==> src/rtl/scan_bcd_mux.sv <==
// Four-digit multiplexed display scanner: drives 74HC138 address and 74HC4511 BCD nibble
// per digit slot, with ghost-blank gaps, leading-zero blanking and a tear-free input buffer.
module scan_bcd_mux #(
    parameter int unsigned DIV   = 1000,
    parameter int unsigned BLANK = 2
) (
    input  logic        clk,
    input  logic        rst_n,
    input  logic [15:0] din,
    input  logic        din_valid,
    output logic        din_ready,
    input  logic        lzb_en,
    output logic [2:0]  A,
    output logic [3:0]  INn,
    output logic        frame_tick
);
    localparam int unsigned CNT_W = 16;
    localparam int unsigned DIG_W = 2;
    localparam logic [CNT_W-1:0] CNT_LAST  = CNT_W'(DIV - 1);
    localparam logic [2:0]       A_NONE    = 3'd7;
    localparam logic [3:0]       BCD_BLANK = 4'hF;

    logic [CNT_W-1:0] cnt_q, cnt_d;
    logic [DIG_W-1:0] dig_q, dig_d;
    logic [15:0]      disp_q, disp_d;
    logic [15:0]      pbuf_q, pbuf_d;
    logic             pending_q, pending_d;
    logic [2:0]       a_q, a_d;
    logic [3:0]       inn_q, inn_d;
    logic             tick_q, tick_d;
    logic             slot_end, frame_start, take, gap, lz_blank;
    logic [3:0]       nib_zero;

    assign din_ready  = !pending_q;
    assign A          = a_q;
    assign INn        = inn_q;
    assign frame_tick = tick_q;

    // GAP phase of a slot, judged on the post-edge counter
    generate
        if (BLANK == 0) begin : g_no_gap
            assign gap = 1'b0;
        end else begin : g_gap
            assign gap = (cnt_d < CNT_W'(BLANK));
        end
    endgenerate

    // Slot/digit sequencing
    always_comb begin
        slot_end    = (cnt_q == CNT_LAST);
        frame_start = slot_end && (dig_q == DIG_W'(3));
        cnt_d       = slot_end ? '0 : cnt_q + CNT_W'(1);
        dig_d       = slot_end ? dig_q + DIG_W'(1) : dig_q;
    end

    // Input buffer; a word taken on a frame-start edge waits for the next frame
    always_comb begin
        take      = din_valid && !pending_q;
        disp_d    = disp_q;
        pbuf_d    = pbuf_q;
        pending_d = pending_q;
        if (frame_start && pending_q) begin
            disp_d    = pbuf_q;
            pending_d = 1'b0;
        end
        if (take) begin
            pbuf_d    = din;
            pending_d = 1'b1;
        end
    end

    // Output mapping from post-edge slot state
    always_comb begin
        a_d      = A_NONE;
        inn_d    = BCD_BLANK;
        tick_d   = frame_start;
        lz_blank = 1'b0;
        for (int k = 0; k < 4; k++) begin
            nib_zero[k] = (disp_d[4*k +: 4] == 4'h0);
        end
        case (dig_d)
            2'd3:    lz_blank = nib_zero[3];
            2'd2:    lz_blank = &nib_zero[3:2];
            2'd1:    lz_blank = &nib_zero[3:1];
            default: lz_blank = 1'b0;
        endcase
        if (!gap) begin
            a_d   = {1'b0, dig_d};
            inn_d = (lz_blank && lzb_en) ? BCD_BLANK : disp_d[{dig_d, 2'b00} +: 4];
        end
    end

    always_ff @(posedge clk or negedge rst_n) begin
        if (!rst_n) begin
            cnt_q     <= '0;
            dig_q     <= '0;
            disp_q    <= '0;
            pbuf_q    <= '0;
            pending_q <= 1'b0;
            a_q       <= A_NONE;
            inn_q     <= BCD_BLANK;
            tick_q    <= 1'b0;
        end else begin
            cnt_q     <= cnt_d;
            dig_q     <= dig_d;
            disp_q    <= disp_d;
            pbuf_q    <= pbuf_d;
            pending_q <= pending_d;
            a_q       <= a_d;
            inn_q     <= inn_d;
            tick_q    <= tick_d;
        end
    end

endmodule
==> config.mk <==
export PLATFORM = sky130hd
export DESIGN_NAME = scan_bcd_mux
export DESIGN_NICKNAME = d
export VERILOG_FILES = /design/src/rtl/scan_bcd_mux.sv
export SDC_FILE = /design/constraint.sdc
export NUM_CORES = 1
export LEC_CHECK = 0
export ABC_AREA = 1
export ABC_CLOCK_PERIOD_IN_PS = 1950
export CORE_MARGIN = 3
export CORE_UTILIZATION = 49
export CTS_CLUSTER_DIAMETER = 150
export DETAILED_ROUTE_END_ITERATION = 8
export MAX_ROUTING_LAYER = met4
export PLACE_DENSITY = 0.75
export SKIP_CTS_REPAIR_TIMING = 1
export SLEW_MARGIN = 20
export SYNTH_ARGS = -nofsm -noshare
export SYNTH_HDL_FRONTEND = slang
export SYNTH_SLANG_ARGS = --single-unit
==> constraint.sdc <==
create_clock -name clk -period 1.95 [get_ports clk]
set_input_delay 0.2925 -clock clk [delete_from_list [all_inputs] [get_ports clk]]
set_output_delay 0.2925 -clock clk [all_outputs]
set_load 0.01 [all_outputs]
==> results of run 1 <==
-- cell usage in the layout, fill, tap and decap left out, types with 2 or more instances in the layout --
| cell | n |
|---|---|
| a21oi_1 | 3 |
| buf_4 | 13 |
| buf_6 | 2 |
| clkbuf_8 | 9 |
| clkdlybuf4s50_1 | 27 |
| clkinv_4 | 2 |
| dfrtp_1 | 50 |
| dfrtp_2 | 2 |
| dfstp_2 | 7 |
| inv_1 | 44 |
| inv_2 | 9 |
| inv_6 | 4 |
| mux2_2 | 13 |
| nand2_1 | 73 |
| nand2_2 | 10 |
| nand2_4 | 4 |
| nand3_1 | 20 |
| nand3_2 | 9 |
| nand3_4 | 3 |
| nand4_1 | 8 |
| nor2_1 | 25 |
| nor2_2 | 7 |
| nor2_4 | 7 |
| nor3_1 | 4 |
| nor3_2 | 3 |
| o21ai_0 | 8 |
| o21ai_4 | 3 |
| xor2_1 | 5 |
-- cells by family after synthesis --
family                   after synthesis
flip-flops                            59
AND/OR/NAND/NOR                      178
AO/OA/AOI/OAI                         17
adder cells (fa/ha/maj)                2
buffers and inverters                 59
XOR/XNOR                               5
multiplexers                          13
-- power by group --
group | switching (W) | total [W] | internal, W
sequential | 0.0000214 | 0.00128 | 0.00126
combinational | 0.0000417 | 0.000103 | 0.0000608
clock | 0.000530 | 0.00114 | 0.000611
total | 0.000593 | 0.00253 | 0.00193
-- worst max path at each step --
stage	startpoint	end	slack, ns	cells after the start
after CTS	cnt_q[0]	INn[0]	-0.04	14
after global placement	cnt_q[0]	INn[0]	0.05	14
after global routing	cnt_q[0]	INn[1]	-0.11	13
after detailed placement	cnt_q[0]	INn[0]	-0.03	14
final	cnt_q[0]	INn[1]	-0.009	13
after floorplan	cnt_q[0]	INn[0]	0.20	14
-- flip-flops by register name, summed over array words and instances, names as in the netlist --
signal	flops
cnt_q	16
disp_q	16
pbuf_q	16
INn	4
A	3
dig_q	2
frame_tick	1
pending_q	1
-- layout make-up --
cell class / count / area [µm²]
clock inverter: 7 / 82.6
tap: 72 / 90.1
fill: 449 / 1860
timing repair buffer: 44 / 405
clock buffer: 9 / 124
multi-input combinational: 215 / 1390
inverter: 54 / 205
sequential: 59 / 1490
-- Yosys cell counts, drive strengths merged --
| library cell | n | area, µm² |
|---|---|---|
| a21o | 1 | 7.51 |
| a21oi | 4 | 20.0 |
| and3 | 1 | 6.26 |
| buf | 4 | 26.3 |
| clkbuf | 1 | 3.75 |
| clkinv | 1 | 5.00 |
| dfrtp | 52 | 1300 |
| dfstp | 7 | 184 |
| ha | 2 | 25.0 |
| inv | 53 | 199 |
| mux2 | 13 | 146 |
| nand2 | 88 | 358 |
| nand3 | 32 | 193 |
| nand4 | 9 | 62.6 |
| nor2 | 40 | 219 |
| nor3 | 8 | 56.3 |
| o21ai | 12 | 78.8 |
| xor2 | 5 | 43.8 |
-- metrics by stage --
stage	power (W)	setup WS, ns	area [µm²]
after floorplan	0.00133	0.195	2940
after global placement	0.00140	0.0486	3320
after detailed placement	0.00141	-0.0279	3320
after CTS	0.00255	-0.0384	3530
after global routing	0.00265	-0.113	3780
final	0.00253	-0.00948	3780
-- per-layer routing --
| metal | up-vias | part of all wire [%] |
|---|---|---|
| met5 | - | 0 |
| met4 | 0 | 1.6 |
| met3 | 10 | 5.1 |
| met2 | 55 | 45 |
| met1 | 1108 | 48 |
| li1 | 1152 | - |
-- worst max-delay path: cells and delay by family (launching register included) --
kind | cells | cell delay, ns
flip-flops | 1 | 0.41
AND/OR/NAND/NOR | 10 | 0.99
adder cells (fa/ha/maj) | 1 | 0.17
AO/OA/AOI/OAI | 1 | 0.26
buffers and inverters | 1 | 0.07
==> impl_metrics.json, run 1 <==
{
  "p_per_area_nw_per_um2": 669,
  "synth_warnings": 0,
  "grt_pass1_vias": 2234,
  "period_needed_ns": 1.96,
  "ant_nets": 0,
  "ios": 29,
  "critPathMaxStageDelay_ns": 0.41,
  "first_pass_iters": 4,
  "numPlacedInstances": 435,
  "whs_ns": 0.477,
  "tightestPinTransition_ns": 0.411,
  "dieArea_um2": 6950,
  "wire_per_inst_um": 13.6,
  "worstSetupPathType": "register to register",
  "grt_pass1_wl_um": 10500,
  "muxShareOfSynthArea_pct": 4.99,
  "maxCapViolCount": 0,
  "io_buffer_count": 28,
  "synth-xor-area-share_pct": 1.49,
  "grt-ovfl-total": 0,
  "synth_fa_ha_area_share_pct": 0.853,
  "syn_avg_cell_area_um2": 8.81,
  "grt_setup_unrepaired": "true",
  "cts_tree": "yes",
  "ys_ff_latch": 59,
  "end_kind": "register",
  "path_clk_slew_ns": 0.08,
  "die_height_um": 83.4,
  "cpMostUsedCell": "nand2_4",
  "rows": 27,
  "cp_slowest_cell": "dfrtp_1",
  "antenna_found_initial": 0,
  "r2r_cells": 13,
  "routed_wl_um": 6240,
  "syn_inst": 333,
  "critPathMaxFanout": 6,
  "coreArea_um2": 5640,
  "startpoint_type": "register",
  "setup_viol": 1,
  "ys_seq_area_share_pct": 50.6,
  "drtIter0Drc": 106,
  "busiest_layer": "met2",
  "status": "finished, violations left",
  "area_growth_pct": 28.8,
  "worstPathRequired_ns": 2.23,
  "fin_worst_skew_ns": 0.0125,
  "dieWidth_um": 83.4,
  "diodes": 0,
  "clock_latency_ns": 0.34,
  "stdcell_count": 460,
  "grt_max_degree": 36,
  "htreeDepth": 3,
  "synth_compound_area_share_pct": 3.62,
  "worstPathCellList": "ha_4 > nand2_4 > inv_4 > nand2_4 > nor2_4 > nand2_4 > o21ai_4 > nand2_2 > nor2_4 > nand3_2 > nand2_2 > nand3_4 > nand3_2",
  "synth_area_um2": 2940,
  "gr-usage-met3_pct": 5.75,
  "vias": 2325,
  "r2r_end": "INn[1]",
  "post-route-period-util_pct": 100,
  "cellLeakagePower_nw": 1.99,
  "synth_top_family_by_area": "simple AND/OR/NAND/NOR gates",
  "synth_nets": 355,
  "rrSetupSlack_ns": -0.009,
  "start_util_pct": 52.0,
  "hold_class": "input pin to asynchronous set/reset pin",
  "worst_ep_arrival_time_ns": 2.24,
  "hpwl_um": 4510,
  "drc_errors": 0,
  "met2_usage_pct": 27.9,
  "final_nets": 405,
  "cts-buffers-inserted": 9,
  "use_met1_pct": 27.0,
  "r2r_start": "cnt_q[0]",
  "final_util_pct": 67.0,
  "maxSlewHeadroom_pct": 72.6,
  "finalHoldViolCount": 0,
  "grt_util_all_layers_pct": 19.7,
  "fmax_mhz": 510,
  "tns_ns": -0.00948,
  "gp_congestion": 0.941,
  "cts-root-buf": "clkbuf_8",
  "cts.path.max_buffers": 2,
  "vdd_drop_max_uv": 446,
  "synth_cell_type_count": 33,
  "layout-drive-gt1-share_pct": 30.4,
  "violations": "negative setup slack",
  "yosys.area_share.simple_pct": 30.5,
  "worst_slack_ns": -0.00948,
  "drv_slew": 0,
  "vias_per_cell": 5.05,
  "clock_sinks": 59
}
No activity file was read; power rests on OpenSTA's default activity.
==> run 2, diff against run 1 <==
--- a/config.mk
+++ b/config.mk
@@ -13,6 +13,7 @@
 export DETAILED_ROUTE_END_ITERATION = 8
 export MAX_ROUTING_LAYER = met4
 export PLACE_DENSITY = 0.75
+export SETUP_SLACK_MARGIN = 0.15
 export SKIP_CTS_REPAIR_TIMING = 1
 export SLEW_MARGIN = 20
 export SYNTH_ARGS = -nofsm -noshare
==> run 2 against run 1 <==
  * The flow still finishes with violations (negative setup slack)
  * Clock power is essentially flat
  * Sequential share of layout area grew 0.098 points
  * Maximum frequency rose by 0.31%
  * Combinational power is essentially flat
  * Final cell count rose by 0.22%
  * Largest cell class unchanged
==> impl_metrics.json, run 2 (synthesis gave the netlist of run 1 again) <==
{
  "coreArea_um2": 5640,
  "grt_pass1_vias": 2234,
  "critPathMaxFanout": 6,
  "rrSetupSlack_ns": -0.003,
  "r2r_end": "INn[1]",
  "cellLeakagePower_nw": 2.00,
  "period_needed_ns": 1.95,
  "vdd_drop_max_uv": 447,
  "htreeDepth": 3,
  "critPathLaunch": "cnt_q[0]",
  "vias": 2341,
  "gp_congestion": 0.941,
  "drv_slew": 0,
  "fmax_mhz": 512,
  "dieWidth_um": 83.4,
  "ios": 29,
  "grt_pass1_wl_um": 10500,
  "worstSetupPathType": "register to register",
  "grt_util_all_layers_pct": 19.7,
  "tightestPinTransition_ns": 0.411,
  "io_buffer_count": 28,
  "clock_latency_ns": 0.34,
  "hold_class": "input pin to asynchronous set/reset pin",
  "numPlacedInstances": 435,
  "cts-root-buf": "clkbuf_8",
  "layout-drive-gt1-share_pct": 30.8,
  "cts_tree": "yes",
  "dieArea_um2": 6950,
  "path_clk_slew_ns": 0.08,
  "final_nets": 406,
  "worst_slack_ns": -0.00340,
  "die_height_um": 83.4,
  "antenna_found_initial": 0,
  "r2r_cells": 13,
  "final_cell_mix": "73 x nand2_1, 49 x dfrtp_1, 44 x inv_1",
  "ant_nets": 0,
  "grt_max_degree": 36,
  "routed_wl_um": 6250,
  "hpwl_um": 4510,
  "layout.cells.most_common": "nand2_1",
  "setup_viol": 1,
  "r2r_start": "cnt_q[0]",
  "clock_sinks": 59,
  "maxCapViolCount": 0,
  "top_regs": "cnt_q (16), disp_q (16), pbuf_q (16)",
  "pre_cts_ws_ns": -0.0279,
  "cts.path.max_buffers": 2,
  "violations": "negative setup slack",
  "wire_per_inst_um": 13.6,
  "start_util_pct": 52.0,
  "worst_ep_arrival_time_ns": 2.24,
  "post-route-period-util_pct": 100,
  "cts-buffers-inserted": 9,
  "end_kind": "register",
  "grt-ovfl-total": 0,
  "drtIter0Drc": 98,
  "fin_worst_skew_ns": 0.0128,
  "drc_errors": 0,
  "grt_setup_unrepaired": "true",
  "startpoint_type": "register",
  "finalHoldViolCount": 0,
  "diodes": 0,
  "rows": 27,
  "area_growth_pct": 28.6,
  "worstPathRequired_ns": 2.23,
  "stdcell_count": 461,
  "vias_per_cell": 5.08,
  "fillCellCount": 448,
  "p_per_area_nw_per_um2": 670,
  "first_pass_iters": 4,
  "status": "finished, violations left",
  "maxSlewHeadroom_pct": 72.6
}
-- run 2: final cells by class --
| type | instances | area, µm² | area share [%] |
|---|---|---|---|
| clock inverter | 7 | 82.6 | 2.19 |
| timing repair buffer | 45 | 413 | 10.9 |
| sequential | 59 | 1490 | 39.4 |
| tap | 72 | 90.1 | 2.39 |
| inverter | 54 | 205 | 5.44 |
| clock buffer | 9 | 124 | 3.28 |
| multi-input combinational | 215 | 1370 | 36.3 |
-- run 2: report_power, final --
group          internal, W  total (W)  switching (W)
Clock             0.000611    0.00114       0.000533
Combinational    0.0000608   0.000103      0.0000419
Sequential         0.00126    0.00128      0.0000196
Total              0.00193    0.00253       0.000595
-- run 2: worst max path at each step --
stage | end | slack, ns | cells past startpoint
after global placement | INn[0] | 0.05 | 14
after detailed placement | INn[0] | -0.03 | 14
after floorplan | INn[0] | 0.20 | 14
after global routing | INn[1] | -0.12 | 13
final | INn[1] | -0.003 | 13
after CTS | INn[0] | -0.04 | 14
-- run 2: metrics by stage --
stage | utilization, % | hold WS [ns] | setup TNS [ns] | total power, W | instance area, µm²
floorplan | - | -0.00309 | 0 | 0.00133 | 2940
global placement | 58.9 | 0.304 | 0 | 0.00140 | 3320
detailed placement | 58.9 | 0.302 | -0.0751 | 0.00141 | 3320
CTS | 62.6 | -0.0678 | -0.145 | 0.00255 | 3530
global route | 66.9 | 0.483 | -0.596 | 0.00265 | 3770
finish | 66.9 | 0.479 | -0.00340 | 0.00253 | 3770
-- run 2: critical path: stages (launching register included) --
cell     delay (ns)
dfrtp_1        0.41
ha_4           0.17
nand2_4        0.07
inv_4          0.07
nand2_4        0.04
nor2_4         0.16
nand2_4        0.13
o21ai_4        0.26
nand2_2        0.12
nor2_4         0.10
nand3_2        0.08
nand2_2        0.10
nand3_4        0.10
nand3_2        0.09
-- run 2: per-layer routing --
layer	vias up	global-route usage [%]	routed length [µm]
met2	60	27.9	2870
li1	1155	-	-
met5	-	-	0
met3	8	5.75	325
met1	1118	27.0	2970
met4	0	6.84	84
==> run 3, diff against run 2 <==
--- a/config.mk
+++ b/config.mk
@@ -6,13 +6,14 @@
 export NUM_CORES = 1
 export LEC_CHECK = 0
 export ABC_AREA = 1
-export ABC_CLOCK_PERIOD_IN_PS = 1950
+export ABC_CLOCK_PERIOD_IN_PS = 1610
 export CORE_MARGIN = 3
 export CORE_UTILIZATION = 49
+export CTS_BUF_LIST = sky130_fd_sc_hd__clkbuf_8
 export CTS_CLUSTER_DIAMETER = 150
 export DETAILED_ROUTE_END_ITERATION = 8
 export MAX_ROUTING_LAYER = met4
-export PLACE_DENSITY = 0.75
+export PLACE_DENSITY = 0.78
 export SETUP_SLACK_MARGIN = 0.15
 export SKIP_CTS_REPAIR_TIMING = 1
 export SLEW_MARGIN = 20
==> constraint.sdc (replaced) <==
create_clock -name clk -period 1.61 [get_ports clk]
set_input_delay 0.2415 -clock clk [delete_from_list [all_inputs] [get_ports clk]]
set_output_delay 0.2415 -clock clk [all_outputs]
set_load 0.01 [all_outputs]
==> run 3 against run 2 <==
  * The flow still finishes with violations (negative setup slack)
  * Final area grew 12%
  * Non-clock buffer count grew 47
  * Wire length grew 22%
  * Critical path depth grew 1
  * Clock skew shrank 0.0030 ns
  * Clock power grew 28%
  * Register-to-register slack lost 0.39 ns
  * Die area is the same
  * Global-route usage grew 2.1 points
  * First-iteration DRC count grew 100%
  * Critical path type unchanged
==> impl_metrics.json, run 3 (synthesis gave the netlist of run 1 again) <==
{
  "r2r_start": "cnt_q[0]",
  "antenna_found_initial": 0,
  "grt-ovfl-total": 0,
  "vias": 2594,
  "worst_slack_ns": -0.397,
  "path_buf_inv": 3,
  "final_util_pct": 74.7,
  "layout.cells.most_common": "nand2_1",
  "io_buffer_count": 28,
  "r2r_end": "INn[3]",
  "fillCellCount": 387,
  "tightestPinTransition_ns": 0.409,
  "cts-buffers-inserted": 9,
  "dieArea_um2": 6950,
  "final_cell_mix": "64 x nand2_1, 54 x buf_4, 50 x dfrtp_1",
  "start_util_pct": 52.0,
  "wire_per_inst_um": 15.0,
  "placed_cell_area_um2": 3660,
  "grt_pass1_wl_um": 11700,
  "final_nets": 454,
  "drv_slew": 0,
  "cp_slowest_cell": "dfrtp_1",
  "cp_top_family": "simple AND/OR/NAND/NOR gates",
  "vias_per_cell": 5.10,
  "routed_wl_um": 7620,
  "worstPathRequired_ns": 1.86,
  "violations": "negative setup slack",
  "maxSlewHeadroom_pct": 72.6,
  "clock_sinks": 59,
  "worst_ep_arrival_time_ns": 2.26,
  "coreArea_um2": 5640,
  "worstPathCellList": "ha_4 > nand2_4 > inv_4 > nand2_4 > nor2_4 > buf_4 > nand4_2 > buf_4 > nand2_1 > nand2_2 > nand2_1 > o21ai_1 > nor2_1 > nand3_1",
  "maxCapViolCount": 0,
  "top_regs": "cnt_q (16), disp_q (16), pbuf_q (16)",
  "clock_latency_ns": 0.34,
  "multiInputGateArea_um2": 1390,
  "cellLeakagePower_nw": 2.41,
  "critPathLaunch": "cnt_q[0]",
  "hold_class": "input pin to asynchronous set/reset pin",
  "period_needed_ns": 2.01,
  "pre_cts_ws_ns": -0.367,
  "grt_util_all_layers_pct": 21.8,
  "crit_end": "INn[3]",
  "cts-root-buf": "clkbuf_8",
  "status": "finished, violations left",
  "post-route-period-util_pct": 125,
  "area_growth_pct": 43.6,
  "worstSetupPathType": "register to register",
  "rows": 27,
  "gp_congestion": 0.958,
  "path_clk_slew_ns": 0.07,
  "seq_area_um2": 1490,
  "critPathMaxStageDelay_ns": 0.39,
  "cts_tree": "yes",
  "rrSetupSlack_ns": -0.40,
  "cts.path.max_buffers": 2,
  "critPathMaxFanout": 6,
  "end_kind": "register",
  "setup_viol": 15,
  "r2r_cells": 14,
  "finalHoldViolCount": 0,
  "grt_max_degree": 60,
  "htreeDepth": 3,
  "fmax_mhz": 498,
  "dieWidth_um": 83.4,
  "grt_setup_unrepaired": "true",
  "drtIter0Drc": 199,
  "vdd_drop_max_uv": 605,
  "die_height_um": 83.4,
  "ant_nets": 0,
  "cp_num_cells": 14,
  "diodes": 0,
  "ios": 29,
  "grt_pass1_vias": 2510,
  "first_pass_iters": 4,
  "startpoint_type": "register",
  "hpwl_um": 5060,
  "fin_worst_skew_ns": 0.00978,
  "layout-drive-gt1-share_pct": 40.3,
  "p_per_area_nw_per_um2": 747,
  "drc_errors": 0,
  "final_area_um2": 4210
}
-- run 3: cell types whose count changed in the layout (fill, tap and decap cells not counted), sizes merged --
cell,change
inv,-4
buf,+47
clkbuf,+4
dlymetal6s2s,+9
clkdlybuf4s50,-9
nand4,+1
-- run 3: worst register-to-register path: stages (launching register included) --
cell and delay, ns:
dfrtp_1 0.39, ha_4 0.17, nand2_4 0.08, inv_4 0.07, nand2_4 0.05, nor2_4 0.16
buf_4 0.14, nand4_2 0.17, buf_4 0.20, nand2_1 0.09, nand2_2 0.08, nand2_1 0.07
o21ai_1 0.07, nor2_1 0.12, nand3_1 0.09
-- run 3: area by class of cell --
| cell class | instances | area share, % |
|---|---|---|
| Multi-Input combinational cell | 216 | 32.9 |
| Timing Repair Buffer | 92 | 19.5 |
| Clock buffer | 13 | 4.25 |
| Sequential cell | 59 | 35.3 |
| Tap cell | 72 | 2.14 |
| Inverter | 54 | 4.87 |
| Clock inverter | 3 | 1.04 |
-- run 3: through the flow --
| stage | hold slack [ns] | cells | setup TNS, ns | total power, W |
|---|---|---|---|---|
| 2_1_floorplan | -0.0541 | 333 | -0.187 | 0.00161 |
| 3_3_place_gp | 0.266 | 475 | -1.54 | 0.00170 |
| 3_5_place_dp | 0.267 | 475 | -2.34 | 0.00171 |
| 4_1_cts | -0.0932 | 491 | -2.91 | 0.00317 |
| 5_1_grt | 0.462 | 509 | -5.16 | 0.00328 |
| 6_report | 0.438 | 509 | -3.05 | 0.00315 |
-- run 3: routing by layer --
metal  up-vias  part of all wire [%]  global-route usage (%)
met5         -                     0                       -
li1       1251                     -                       -
met4         0                   3.3                    11.1
met3        22                   4.2                    3.77
met2        72                    53                    36.8
met1      1249                    40                    24.9
-- run 3: how the worst min path moves through the flow --
stage / end / cells past startpoint / slack [ns] / from
2_1_floorplan: cnt_q[0] / 0 / -0.05 / rst_n
3_3_place_gp: cnt_q[6] / 2 / 0.27 / rst_n
3_5_place_dp: cnt_q[7] / 2 / 0.27 / rst_n
4_1_cts: disp_q[12] / 2 / -0.09 / rst_n
5_1_grt: cnt_q[11] / 3 / 0.46 / rst_n
6_report: cnt_q[13] / 3 / 0.44 / rst_n
-- run 3: where the power goes --
part           leakage, nW  internal, W  switching [W]
logic                 1.55    0.0000756      0.0000537
registers            0.748      0.00153      0.0000287
clock network        0.116     0.000884       0.000576
